File: src/rtl/demux_pkg.sv
// Shared constants and types for the 4-lane byte striping demultiplexer.
package demux_pkg;

  localparam int NUM_LANES = 4;

  typedef logic [1:0] lane_idx_t;

  localparam logic [7:0] PAD_BYTE_DEFAULT = 8'hF7;

endpackage

File: src/rtl/lane_reg.sv
// 8-bit register with load enable and asynchronous active-low reset.
module lane_reg #(
  parameter int W = 8
) (
  input  logic         clk,
  input  logic         reset,
  input  logic         i_load,
  input  logic [W-1:0] i_d,
  output logic [W-1:0] o_q
);

  logic [W-1:0] r_q;

  always_ff @(posedge clk or negedge reset) begin
    if (!reset)      r_q <= '0;
    else if (i_load) r_q <= i_d;
  end

  assign o_q = r_q;

endmodule

File: src/rtl/byte_stripe_demux4.sv
// Stripes a byte stream round-robin across four lanes and emits complete groups.
// Optional flush of a partial group (padded with PAD_BYTE) under macro DEMUX_FLUSH_EN.
module byte_stripe_demux4
  import demux_pkg::*;
#(
  parameter logic [7:0] PAD_BYTE = PAD_BYTE_DEFAULT
) (
  input  logic      clk,
  input  logic      reset,
  input  logic [7:0] in,
  input  logic      valid_in,
`ifdef DEMUX_FLUSH_EN
  input  logic      flush,
`endif
  output logic [7:0] out0,
  output logic [7:0] out1,
  output logic [7:0] out2,
  output logic [7:0] out3,
  output logic      valid_out,
  output lane_idx_t lane_ptr
);

  lane_idx_t r_ptr;
  lane_idx_t w_ptr_nxt;
  logic      r_valid;
  logic      w_flush;
  logic      w_emit;

  logic [NUM_LANES-1:0][7:0] w_stage;
  logic [NUM_LANES-1:0][7:0] w_grp;
  logic [NUM_LANES-1:0][7:0] w_out;

`ifdef DEMUX_FLUSH_EN
  assign w_flush = flush;
`else
  assign w_flush = 1'b0;
`endif

  // A group goes out when the 4th byte lands, or on flush if anything is pending.
  assign w_emit = (valid_in && (r_ptr == lane_idx_t'(NUM_LANES - 1)))
                || (w_flush && (valid_in || (r_ptr != '0)));

  always_comb begin
    w_ptr_nxt = r_ptr;
    if (w_emit)        w_ptr_nxt = '0;
    else if (valid_in) w_ptr_nxt = r_ptr + lane_idx_t'(1);
  end

  always_ff @(posedge clk or negedge reset) begin
    if (!reset) begin
      r_ptr   <= '0;
      r_valid <= 1'b0;
    end else begin
      r_ptr   <= w_ptr_nxt;
      r_valid <= w_emit;
    end
  end

  for (genvar k = 0; k < NUM_LANES; k++) begin : g_lane
    lane_reg #(.W(8)) u_stage (
      .clk    (clk),
      .reset  (reset),
      .i_load (valid_in && (r_ptr == lane_idx_t'(k))),
      .i_d    (in),
      .o_q    (w_stage[k])
    );

    // Lanes already filled come from staging; the current byte bypasses staging.
    assign w_grp[k] = (lane_idx_t'(k) < r_ptr)                    ? w_stage[k] :
                      ((lane_idx_t'(k) == r_ptr) && valid_in)     ? in         :
                                                                     PAD_BYTE;

    lane_reg #(.W(8)) u_out (
      .clk    (clk),
      .reset  (reset),
      .i_load (w_emit),
      .i_d    (w_grp[k]),
      .o_q    (w_out[k])
    );
  end

  assign out0      = w_out[0];
  assign out1      = w_out[1];
  assign out2      = w_out[2];
  assign out3      = w_out[3];
  assign valid_out = r_valid;
  assign lane_ptr  = r_ptr;

endmodule

File: config.mk
export PLATFORM = sky130hd
export DESIGN_NAME = byte_stripe_demux4
export DESIGN_NICKNAME = d
export VERILOG_FILES = /design/src/rtl/demux_pkg.sv /design/src/rtl/lane_reg.sv /design/src/rtl/byte_stripe_demux4.sv
export SDC_FILE = /design/constraint.sdc
export NUM_CORES = 1
export LEC_CHECK = 0
export BUFFER_PORTS_ARGS = -buffer_cell sky130_fd_sc_hd__buf_2
export CORE_ASPECT_RATIO = 1.2
export CORE_UTILIZATION = 50
export DETAILED_ROUTE_END_ITERATION = 16
export PLACE_DENSITY = 0.75
export SKIP_LAST_GASP = 1
export SLEW_MARGIN = 10
export SYNTH_ARGS = -nofsm -noshare
export SYNTH_HDL_FRONTEND = slang
export SYNTH_HIERARCHICAL = 1
export SYNTH_SLANG_ARGS = --single-unit
File: constraint.sdc
create_clock -name clk -period 1.7 [get_ports clk]
set_input_delay 0.425 -clock clk [delete_from_list [all_inputs] [get_ports clk]]
set_output_delay 0.425 -clock clk [all_outputs]
set_load 0.005 [all_outputs]
==> results.ini <==
[sta]
hold_viol = 0
fin_hold_ws_ps = 419
finClkSkew_ps = 4.97
maxSlewViolCount = 0
timing.fmax_ghz = 0.612
slew_headroom_pct = 66.6
tightestPinTransition_ps = 501
setup_viol = 0
fin_tns_setup_ps = 0
period_share_pct = 96.1
fin_crit_ps = 1630

[detailed_routing]
routed_wl_microns = 5760
routedWlPerCell_microns = 16.9
drc = 0
via_per_inst = 5.13
vias = 1743
initialDrtViolationCount = 99
dr.pass1.iters = 4
ant_nets = 0

[clock_tree]
clkTransAtPathRegs_ps = 60
clk_path_buf_depth = 2
worstSkewPairLatency_ps = 340
htreeDepth = 3
numClockSinks = 59
numCtsBuffers = 9
clockRootBuffer = clkbuf_8
cts_tree = yes

[layout]
fillers = 446
fin_area_sq_um = 3590
final_util_pct = 63.8
antenna_cells = 0
area_delta_synth_final_pct = 24.2
nets = 287
drive_above_1_share_pct = 55.8

[logic_synthesis]
synthTopCellsByCount = dfrtp_1 (59), mux2_4 (56), nor2b_1 (16)
yosys.area.top_type = dfrtp_1
synth-main-ff-cell = dfrtp_1
synth_warnings = 6
netlist.area_leader.share_pct = 51.0
synth_sequential_area_ratio_pct = 51.0
synth.avg_cell_area_sq_um = 14.4
synth-edff-count = 0
synth_area_leaders = dfrtp_1 (51%), mux2_4 (29%), nor2b_1 (3.5%)
synth-seq-cells = 59
synth_cells = 201
async_reset_ff_share_pct = 100
syn_area_sq_um = 2890
yosysMostFrequentCell = dfrtp_1
synth_fp_nets = 217
ys_types = 19

[hold_path]
timing.hold.worst.start = in[0]
hold_end = g_lane[2].u_stage/o_q[0]
holdPathStages = 2
hold_path_class = in2reg

[setup_path]
cp-end-kind = flip-flop
arrival_ps = 1860
crit_required_ps = 1930
r2r_start = lane_ptr[1]
critPathLaunch = lane_ptr[1]
rrSetupSlack_ps = 70
cp_max_fo = 8
startpoint_type = flip-flop
timing.rr.end = g_lane[2].u_out/o_q[3]
worst-setup-path-type = reg2reg
r2r_cells = 5

[global_routing]
gr-usage-met1_pct = 26.3
use_met2_pct = 33.3
grt_pass1_vias = 1747
grt_use_total_pct = 20.9
grt_pass1_wl_microns = 9190
antenna_found_initial = 0
grt-busiest-layer = met2
grt_use_met3_pct = 5.46
grt_start_max_net_pins = 47
grt_overflow_total = 0

[die]
dieArea_sq_um = 6090
num_rows = 30
die_y_microns = 85.3
start_util_pct = 51.4
ios = 46
die_w_microns = 71.4
coreArea_sq_um = 5630

[placement]
numPortBuffers = 45
detailed_place_hpwl_microns = 4030
place.gp.congestion = 0.728
dpl-instance-area_sq_um = 3300

[power_and_ir_drop]
p_total_mw = 6.76
ir_drop_mv = 0.865
power_leakage_nw = 1.68
power_density_nw_per_um2 = 1880

[run]
drv_cap = 0

[status]
status = complete, no violations

[flip-flops by register name, summed over array words and instances, names as in the netlist]
| name | cells |
|---|---|
| g_lane.u_out/o_q | 32 |
| lane_ptr | 2 |
| valid_out | 1 |
| g_lane.u_stage/o_q | 24 |
[report_power, final]
| group | total (mW) | internal [mW] | switching, mW |
|---|---|---|---|
| Clock | 1.63 | 1.09 | 0.538 |
| Sequential | 2.51 | 2.09 | 0.419 |
| Combinational | 2.62 | 1.68 | 0.936 |
| Total | 6.76 | 4.87 | 1.89 |
[critical path, cell delays in order (launching register included)]
cell and delay (ps):
dfrtp_2 490, ha_1 220, nor2b_1 130, buf_4 150
a32o_1 290, mux2_4 260
[worst max-delay path by stage]
| stage | to | cells after the start |
|---|---|---|
| 4_1_cts | g_lane[0].u_stage/o_q[6] | 5 |
| 5_1_grt | g_lane[0].u_out/o_q[3] | 7 |
| 2_1_floorplan | g_lane[0].u_stage/o_q[0] | 7 |
| 3_5_place_dp | g_lane[1].u_out/o_q[5] | 5 |
| 6_report | g_lane[2].u_out/o_q[3] | 5 |
| 3_3_place_gp | g_lane[1].u_out/o_q[5] | 5 |
[metrics by stage]
step	setup slack, ps	cells
floorplan	5.24	201
global placement	-109	322
detailed placement	-102	322
CTS	24.5	339
global route	-3.58	340
finish	66.1	340
[cell usage in the layout, fill, tap and decap left out, drive strengths merged]
master	n
nor2b	16
bufinv	3
nand2	2
clkbuf	12
a2bb2oi	7
dlygate4sd3	1
nor2	7
ha	5
inv	2
o21ai	3
mux2	56
a21oi	14
a32o	2
or2	7
and2	3
dfrtp	59
clkinv	3
buf	71
or3b	1
nand3	1
and3	1
[area by class of cell]
| class | instances | area [sq um] | share of cell area [%] |
|---|---|---|---|
| inverter | 4 | 20.0 | 0.557 |
| timing repair buffer | 72 | 459 | 12.8 |
| sequential | 59 | 1480 | 41.1 |
| multi-input combinational | 125 | 1290 | 36.1 |
| clock buffer | 12 | 165 | 4.60 |
| clock inverter | 4 | 95.1 | 2.65 |
| tap | 64 | 80.1 | 2.23 |
[timing repair]
item | in CTS | in global routing
endpoints found under the hold margin | 13 | 0
resized for setup | 1 | 3
gates cloned | 0 | 0
hold buffers | 1 | 0
buffers inserted | 0 | 1
setup endpoints to repair | 8 | 17
[cell families after synthesis]
| group | Yosys count | synth area share (%) |
|---|---|---|
| DFF | 59 | 51.0 |
| AOI/OAI and AO/OA | 26 | 5.75 |
| muxes | 56 | 29.1 |
| and+or+nand+nor | 38 | 7.48 |
| adders and majority gates | 5 | 2.16 |
| buffers and inverters | 17 | 4.50 |
[per-layer routing]
layer	part of all wire (%)	wire (microns)	up-vias
met5	0	0	-
met4	2.0	115	0
met3	2.8	163	10
met2	50	2850	32
met1	46	2630	863
li1	-	-	838
Power figures use the tool's default switching activity.
